`config.mk`:
```
export PLATFORM = sky130hd
export DESIGN_NAME = bus_transfer_arbiter
export DESIGN_NICKNAME = d
export VERILOG_FILES = /design/src/rtl/bus_transfer_arbiter.sv
export SDC_FILE = /design/constraint.sdc
export NUM_CORES = 1
export LEC_CHECK = 0
export CORE_MARGIN = 3
export CORE_UTILIZATION = 45
export CTS_CLUSTER_DIAMETER = 60
export DETAILED_ROUTE_END_ITERATION = 10
export PLACE_DENSITY = 0.88
export SETUP_SLACK_MARGIN = 0.1
export SYNTH_ARGS = -nofsm -noshare
export SYNTH_HDL_FRONTEND = slang
export SYNTH_SLANG_ARGS = --single-unit
```
`constraint.sdc`:
```
create_clock -name CLOCK -period 7.9 [get_ports CLOCK]
set_input_delay 1.58 -clock CLOCK [delete_from_list [all_inputs] [get_ports CLOCK]]
set_output_delay 1.58 -clock CLOCK [all_outputs]
set_load 0.02 [all_outputs]
```
`src/rtl/bus_transfer_arbiter.sv`:
```
// Round-robin scheduler for register-to-register moves on the shared data bus.
// Optional feature macro BUS_ARB_COUNT_EN adds INC / BUS_COUNT post-increment support.
module bus_transfer_arbiter #(
    parameter int NUM_REQ  = 4,
    parameter int NUM_REGS = 8,
    parameter int SEL_W    = 3
) (
    input  logic                     CLOCK,
    input  logic                     RESET,
    input  logic [NUM_REQ-1:0]       REQ,
    input  logic [NUM_REQ*SEL_W-1:0] SRC,
    input  logic [NUM_REQ*SEL_W-1:0] DST,
`ifdef BUS_ARB_COUNT_EN
    input  logic [NUM_REQ-1:0]       INC,
    output logic [NUM_REGS-1:0]      BUS_COUNT,
`endif
    output logic [NUM_REQ-1:0]       GRANT,
    output logic [NUM_REGS-1:0]      BUS_ENABLE,
    output logic [NUM_REGS-1:0]      BUS_LOAD,
    output logic                     BUSY,
    output logic                     ERR,
    output logic [1:0]               dbg_state
);

    localparam int IDX_W = (NUM_REQ > 1) ? $clog2(NUM_REQ) : 1;

    typedef enum logic [1:0] {
        IDLE  = 2'd0,
        DRIVE = 2'd1,
        LATCH = 2'd2
    } state_t;

    // Handshake: a requester holds REQ/SRC/DST stable until it sees its GRANT
    // pulse and drops REQ the cycle after; fields are captured at arbitration,
    // so later changes never disturb the transfer in flight.

    state_t               state, state_n;
    logic [IDX_W-1:0]     ptr, ptr_n;
    logic [IDX_W-1:0]     win_q, win_n;
    logic [IDX_W-1:0]     arb_idx, cand;
    logic [SEL_W-1:0]     src_q, src_n, dst_q, dst_n;
    logic                 arb_valid, capture, legal_n;
    logic [NUM_REQ-1:0]   req_masked;
    logic [SEL_W-1:0]     src_arr [NUM_REQ];
    logic [SEL_W-1:0]     dst_arr [NUM_REQ];

    logic [NUM_REQ-1:0]   grant_n;
    logic [NUM_REGS-1:0]  enable_n, load_n;
    logic                 busy_n, err_n;
`ifdef BUS_ARB_COUNT_EN
    logic                 inc_q, inc_n;
    logic [NUM_REGS-1:0]  count_n;
`endif

    function automatic logic [NUM_REGS-1:0] sel_onehot(input logic [SEL_W-1:0] sel);
        logic [NUM_REGS-1:0] oh;
        oh = '0;
        if (int'(sel) < NUM_REGS) oh[sel] = 1'b1;
        return oh;
    endfunction

    for (genvar g = 0; g < NUM_REQ; g++) begin : g_unpack
        assign src_arr[g] = SRC[g*SEL_W +: SEL_W];
        assign dst_arr[g] = DST[g*SEL_W +: SEL_W];
    end

    // The requester just granted is excluded from the LATCH-cycle re-arbitration.
    always_comb begin
        req_masked = REQ;
        if (state == LATCH) req_masked[win_q] = 1'b0;
        arb_valid = 1'b0;
        arb_idx   = '0;
        cand      = '0;
        for (int k = 0; k < NUM_REQ; k++) begin
            cand = IDX_W'((int'(ptr) + k) % NUM_REQ);
            if (!arb_valid && req_masked[cand]) begin
                arb_valid = 1'b1;
                arb_idx   = cand;
            end
        end
    end

    assign capture = arb_valid && ((state == IDLE) || (state == LATCH));

    always_ff @(posedge CLOCK or negedge RESET) begin
        if (!RESET) state <= IDLE;
        else        state <= state_n;
    end

    always_comb begin
        state_n = state;
        case (state)
            IDLE:    if (arb_valid) state_n = DRIVE;
            DRIVE:   state_n = LATCH;
            LATCH:   state_n = arb_valid ? DRIVE : IDLE;
            default: state_n = IDLE;
        endcase
    end

    always_comb begin
        win_n   = capture ? arb_idx : win_q;
        src_n   = capture ? src_arr[arb_idx] : src_q;
        dst_n   = capture ? dst_arr[arb_idx] : dst_q;
        ptr_n   = capture ? IDX_W'((int'(arb_idx) + 1) % NUM_REQ) : ptr;
        legal_n = (src_n != dst_n) && (int'(src_n) < NUM_REGS) && (int'(dst_n) < NUM_REGS);
`ifdef BUS_ARB_COUNT_EN
        inc_n   = capture ? INC[arb_idx] : inc_q;
`endif
    end

    // Output comb computes the values for the coming cycle so every output is a flop.
    always_comb begin
        grant_n  = '0;
        enable_n = '0;
        load_n   = '0;
        err_n    = 1'b0;
        busy_n   = (state_n != IDLE);
`ifdef BUS_ARB_COUNT_EN
        count_n  = '0;
`endif
        case (state_n)
            DRIVE: begin
                if (legal_n) enable_n = sel_onehot(src_n);
            end
            LATCH: begin
                grant_n[win_n] = 1'b1;
                err_n          = !legal_n;
                if (legal_n) begin
                    enable_n = sel_onehot(src_n);
                    load_n   = sel_onehot(dst_n);
`ifdef BUS_ARB_COUNT_EN
                    if (inc_n) count_n = sel_onehot(src_n);
`endif
                end
            end
            default: ;
        endcase
    end

    always_ff @(posedge CLOCK or negedge RESET) begin
        if (!RESET) begin
            ptr        <= '0;
            win_q      <= '0;
            src_q      <= '0;
            dst_q      <= '0;
            GRANT      <= '0;
            BUS_ENABLE <= '0;
            BUS_LOAD   <= '0;
            BUSY       <= 1'b0;
            ERR        <= 1'b0;
`ifdef BUS_ARB_COUNT_EN
            inc_q      <= 1'b0;
            BUS_COUNT  <= '0;
`endif
        end else begin
            ptr        <= ptr_n;
            win_q      <= win_n;
            src_q      <= src_n;
            dst_q      <= dst_n;
            GRANT      <= grant_n;
            BUS_ENABLE <= enable_n;
            BUS_LOAD   <= load_n;
            BUSY       <= busy_n;
            ERR        <= err_n;
`ifdef BUS_ARB_COUNT_EN
            inc_q      <= inc_n;
            BUS_COUNT  <= count_n;
`endif
        end
    end

    assign dbg_state = state;

endmodule

```
==> flow_summary.yaml, run 1 <==
outcome:
  status: "completed"
hold_path:
  hp-start: "ptr[0]$_DFFE_PN0N_"
  hold_end: "ptr[0]$_DFFE_PN0N_"
  min_path_cells: 1
  min_path_type: "reg -> reg"
synthesis:
  ys_seq_area_share_pct: 48.0
  synth_area_leader_cell: "dfrtp_1"
  synth_top_area_share_pct: 48.0
  syn_area_um2: 1770
  synth_edf_count: 0
  synth_most_common_cell: "dfrtp_1"
  ys_ff_latch: 34
  synthTopCellsByArea: "dfrtp_1, mux2i_1, nor3_4"
  syn_avg_cell_area_um2: 11.1
  synthCells: 160
  netlist_top_cells_count: "dfrtp_1, nor2_1, nand2_1"
  yosysWarningCount: 0
  ys.flop_type: "dfrtp_1"
  synth-async-reset-ratio_pct: 100
  synthesis.nets: 190
  ys_types: 49
sta:
  timing.final.hold_violations: 0
  layout_min_cycle_time_ns: 4.36
  skew_ns: 0.00494
  tightest_slew_ns: 0.888
  timing.fmax_mhz: 229
  finalSetupViolations: 0
  rsz0062_at_grt: "false"
  slew_headroom_pct: 40.8
  setup_ws_ns: 3.54
  finalCritPeriodShare_pct: 55.2
  final_max_slew_viol_count: 0
  final.setup.tns_ns: 0
global_route:
  grt_usage_pct: 18.2
  grt_pass1_vias: 1412
  grt_max_degree: 35
  grt_pass1_wl_mm: 6.27
  globalRoute.totalOverflow: 0
  antenna_found_initial: 0
critical_path:
  rr_endpoint: "BUS_ENABLE[7]$_DFF_PN0_"
  endpoint_kind: "flop"
  crit_family: "compound AO/OA/AOI/OAI gates"
  required_ns: 8.05
  worstSetupPathType: "in -> reg"
  r2r_slack_ns: 4.55
  startpoint_type: "primary input"
  slowest_stage: "a221oi_4"
  reg2regPathDepth: 8
  cp_cell_sequence: "clkdlybuf4s50_1 > nand2_1 > a221oi_4 > mux2i_1 > o22ai_4 > a21o_2 > nor4_1 > nor3_1"
  path_buf_inv: 1
  cpPeakStageDelay_ns: 0.82
  r2r_start: "dbg_state[0]$_DFF_PN0_"
  worstPathArrival_ns: 4.51
  cp_max_fo: 14
place:
  gp_congestion: 0.927
  dp_slack_ns: 3.24
  port_buffers: 53
  hpwlAfterDp_mm: 3.04
floorplan:
  core-area_um2: 3740
  floorplan.die_area_um2: 4730
  ios: 54
  start_util_pct: 47.4
  row_count: 22
  dieHeight_um: 68.8
  die_w_um: 68.8
cts:
  postCtsSetupRepairBufs: 0
  ctsResizeCount: 0
  h-tree-depth: 2
  cts_made_buffers: 5
  insertion_delay_ns: 0.28
  cts_max_path_buffers: 2
  cts.sinks: 34
  cts-hold-fix-buffers: 0
  cts-root-buf: "clkbuf_8"
  clk_pin_slew_ns: 0.07
  cts_tree: "done"
detailed_routing:
  via_per_inst: 5.36
  routed_wirelength_mm: 4.02
  drc: 0
  ant_nets: 0
  first_pass_iters: 4
  drt_iter0_markers: 95
  drt-wirelength-per-cell_um: 15.1
  vias: 1426
final_layout:
  final_nets: 247
  fillers: 305
  diodes: 0
  drive_gt1_share_pct: 14.2
  syn2layout_area_growth_pct: 37.3
power_and_ir_drop:
  vdd_drop_max_mv: 0.221
  p_leak_uw: 0.00103
  p_per_area_nw_per_um2: 408
  total_power_uw: 993
run:
  cap_violations: 0
[layout make-up]
| class | count | area (µm²) | share of cell area (%) |
|---|---|---|---|
| multi-input cells | 112 | 855 | 35.1 |
| flip-flops and latches | 34 | 851 | 34.9 |
| repair buffers | 54 | 538 | 22.1 |
| clock buffers | 6 | 82.6 | 3.39 |
| well taps | 48 | 60.1 | 2.47 |
| inverters | 10 | 37.5 | 1.54 |
| clock inverters | 2 | 12.5 | 0.514 |
[state kept, by name, summed over array words and instances, names as in the netlist, 2 cells and up]
| register | cells |
|---|---|
| dbg_state | 2 |
| src_q | 3 |
| win_q | 2 |
| BUS_LOAD | 8 |
| ptr | 2 |
| BUS_ENABLE | 8 |
| dst_q | 3 |
| GRANT | 4 |
[power breakdown]
| group | leakage (µW) | total (µW) | switching, µW | internal [µW] |
|---|---|---|---|---|
| registers | 0.000443 | 276 | 37.2 | 238 |
| clock network | 0.0000472 | 130 | 60.1 | 69.9 |
| logic | 0.000541 | 588 | 352 | 236 |
[metal layers]
layer	GRT usage, %	routed length (µm)	vias up
li1	-	-	691
met1	22.7	1620	659
met2	29.4	1950	67
met3	6.16	381	9
met4	6.33	63	0
met5	0	0	-
[layout by cell type (no fill, tap or decap), types with 2 or more instances in the layout]
master           count
nand2_1             11
nand3_1              2
nor3b_1              2
nor2_1              14
mux2i_1             10
nor3_4               5
xnor2_1              3
inv_2                2
nor2_2               2
a211oi_1             2
clkdlybuf4s50_1     53
nand2b_1             3
inv_1                8
nor3_1               9
o21ai_0              3
clkbuf_8             6
dfrtp_1             34
nor2b_1              4
a21oi_1              4
o22ai_1              2
nor4_1               9
[per-stage QoR]
| stage | hold slack (ns) | util, % | cell area (µm²) | std cells |
|---|---|---|---|---|
| 5_1_grt | 0.601 | 65.1 | 2440 | 266 |
| 4_1_cts | 0.575 | 65.1 | 2440 | 266 |
| 3_3_place_gp | 0.546 | 62.5 | 2340 | 258 |
| 2_1_floorplan | 0.511 | - | 1770 | 160 |
| 6_report | 0.583 | 65.1 | 2440 | 266 |
| 3_5_place_dp | 0.560 | 62.5 | 2340 | 258 |
[logic make-up after synthesis]
kind of cell,count (synthesis),share of synthesized area [%]
and+or+nand+nor,73,27.1
xor gates and xnor gates,3,1.48
muxes,12,6.91
AOI/OAI and AO/OA,24,12.7
DFF,34,48.0
buffers and inverters,14,3.88
[how the worst max path moves through the flow]
| stage | endpoint | slack [ns] | startpoint | cells past startpoint |
|---|---|---|---|---|
| floorplan | BUS_LOAD[6]$_DFF_PN0_ | 4.37 | REQ[0] | 10 |
| global placement | BUS_ENABLE[6]$_DFF_PN0_ | 3.28 | REQ[3] | 9 |
| detailed placement | BUS_ENABLE[3]$_DFF_PN0_ | 3.24 | REQ[3] | 9 |
| CTS | BUS_ENABLE[3]$_DFF_PN0_ | 3.53 | REQ[3] | 9 |
| global route | BUS_ENABLE[6]$_DFF_PN0_ | 3.37 | REQ[3] | 9 |
| finish | BUS_ENABLE[7]$_DFF_PN0_ | 3.54 | REQ[3] | 8 |
No activity file was read; power rests on OpenSTA's default activity.
==> run 2: changes to the inputs <==
--- a/config.mk
+++ b/config.mk
@@ -6,10 +6,10 @@
 export NUM_CORES = 1
 export LEC_CHECK = 0
 export CORE_MARGIN = 3
-export CORE_UTILIZATION = 45
+export CORE_UTILIZATION = 42
 export CTS_CLUSTER_DIAMETER = 60
 export DETAILED_ROUTE_END_ITERATION = 10
-export PLACE_DENSITY = 0.88
+export PLACE_DENSITY = 0.87
 export SETUP_SLACK_MARGIN = 0.1
 export SYNTH_ARGS = -nofsm -noshare
 export SYNTH_HDL_FRONTEND = slang
==> constraint.sdc (replaced) <==
create_clock -name CLOCK -period 3.72 [get_ports CLOCK]
set_input_delay 0.744 -clock CLOCK [delete_from_list [all_inputs] [get_ports CLOCK]]
set_output_delay 0.744 -clock CLOCK [all_outputs]
set_load 0.02 [all_outputs]
==> run 2 against run 1 <==
Count of clock-buffer cells in the layout down 1. Combinational power rose by 130%. Cell count increased by 3.4%. Critical endpoint is now BUS_ENABLE[6]$_DFF_PN0_. Power grew 140%.
==> flow_summary.yaml, run 2 (synthesis gave the netlist of run 1 again) <==
detailed_routing:
  drc: 0
  routed_wirelength_mm: 4.43
  via_per_inst: 5.42
  first_pass_iters: 4
  vias: 1491
  drt-wirelength-per-cell_um: 16.1
  ant_nets: 0
  drt_iter0_markers: 112
final_layout:
  diodes: 0
  top_regs: "BUS_ENABLE x8, BUS_LOAD x8, GRANT x4"
  final_cell_mix: "clkdlybuf4s50_1, dfrtp_1, nor2_1"
  final_nets: 256
  drive_gt1_share_pct: 17.6
  multiInputGateArea_um2: 855
  syn2layout_area_growth_pct: 43.5
  final_common_cell: "clkdlybuf4s50_1"
  regArea_um2: 851
  fillers: 320
floorplan:
  start_util_pct: 46.0
  dieHeight_um: 71.0
  floorplan.die_area_um2: 5040
  die_w_um: 71.0
  row_count: 22
  core-area_um2: 3850
  ios: 54
cts:
  cts-root-buf: "clkbuf_8"
  cts_made_buffers: 5
  ctsResizeCount: 0
  cts_max_path_buffers: 2
  insertion_delay_ns: 0.28
  cts.sinks: 34
  clk_pin_slew_ns: 0.07
  h-tree-depth: 2
  cts_tree: "done"
outcome:
  status: "completed"
global_route:
  grt_usage_pct: 18.0
  grt_pass1_vias: 1411
  grt_max_degree: 35
  antenna_found_initial: 0
  globalRoute.totalOverflow: 0
  grt_pass1_wl_mm: 7.07
critical_path:
  cp_max_fo: 7
  required_ns: 3.86
  worstSetupPathType: "in -> reg"
  startpoint_type: "primary input"
  worstPathArrival_ns: 3.50
  endpoint_kind: "flop"
power_and_ir_drop:
  vdd_drop_max_mv: 0.453
  total_power_uw: 2340
  p_per_area_nw_per_um2: 919
  p_leak_uw: 0.00110
place:
  hpwlAfterDp_mm: 3.17
  gp_congestion: 0.836
  port_buffers: 53
sta:
  timing.fmax_mhz: 298
  finalSetupViolations: 0
  finalCritPeriodShare_pct: 90.3
  final_max_slew_viol_count: 0
  rsz0062_at_grt: "false"
  final.setup.tns_ns: 0
  skew_ns: 0.00414
  layout_min_cycle_time_ns: 3.36
  slew_headroom_pct: 64.8
  timing.final.hold_violations: 0
  tightest_slew_ns: 0.523
run:
  cap_violations: 0
hold_path:
  min_path_type: "reg -> reg"
-- run 2: metrics by stage --
stage               worst slack (ns)  cell area (µm²)  util [%]  hold slack [ns]  instances
floorplan                      0.971             1770         -            0.448        160
global placement             -0.0361             2360      61.3            0.542        261
detailed placement            -0.102             2360      61.3            0.563        261
CTS                            0.129             2500      64.9            0.582        269
global route                   0.136             2550      66.1            0.592        275
finish                         0.362             2550      66.1            0.587        275
-- run 2: area by class of cell --
type,instances,share of cell area [%]
timing repair buffer,63,23.8
tap,48,2.36
sequential,34,33.4
clock inverter,3,2.70
clock buffer,5,2.70
multi-input combinational,112,33.6
inverter,10,1.47
-- run 2: critical path, cell delays in order --
cell	delay (ns)
clkdlybuf4s50_1	0.50
or3b_1	0.39
o22ai_1	0.26
a221oi_4	0.10
buf_4	0.18
mux2i_1	0.13
nor2_1	0.08
nor3_4	0.31
inv_2	0.14
nor4_1	0.52
nor3_1	0.14
-- run 2: repair_timing --
action                                 in CTS  in global routing
endpoints found under the hold margin       0                  0
setup buffers                               0                  6
setup endpoints to repair                   0                  3
hold buffers                                0                  0
-- run 2: path summary, 6_finish.rpt --
kind | start | to | slack [ns] | cells after the start
min in group asynchronous | RESET | BUS_LOAD[3]$_DFF_PN0_ | 0.86 | 2
max reg2reg | dbg_state[0]$_DFF_PN0_ | BUS_ENABLE[6]$_DFF_PN0_ | 0.54 | 10
min reg2reg | ptr[0]$_DFFE_PN0N_ | ptr[0]$_DFFE_PN0N_ | 0.59 | 1
max in group asynchronous | RESET | GRANT[0]$_DFF_PN0_ | 2.57 | 2
min | ptr[0]$_DFFE_PN0N_ | ptr[0]$_DFFE_PN0N_ | 0.59 | 1
max | REQ[0] | BUS_ENABLE[6]$_DFF_PN0_ | 0.36 | 11
-- run 2: where the power goes --
part	internal [µW]	leakage, µW	total, µW	switching [µW]
clock network	268	0.0000683	405	136
logic	567	0.000584	1350	782
registers	505	0.000443	585	79.7
-- run 2: routing by layer --
layer	GRT usage [%]	vias up	part of all wire (%)
li1	-	706	-
met2	28.9	45	49
met5	0	-	0
met1	23.4	736	43
met4	5.01	0	1.0
met3	5.82	4	6.5
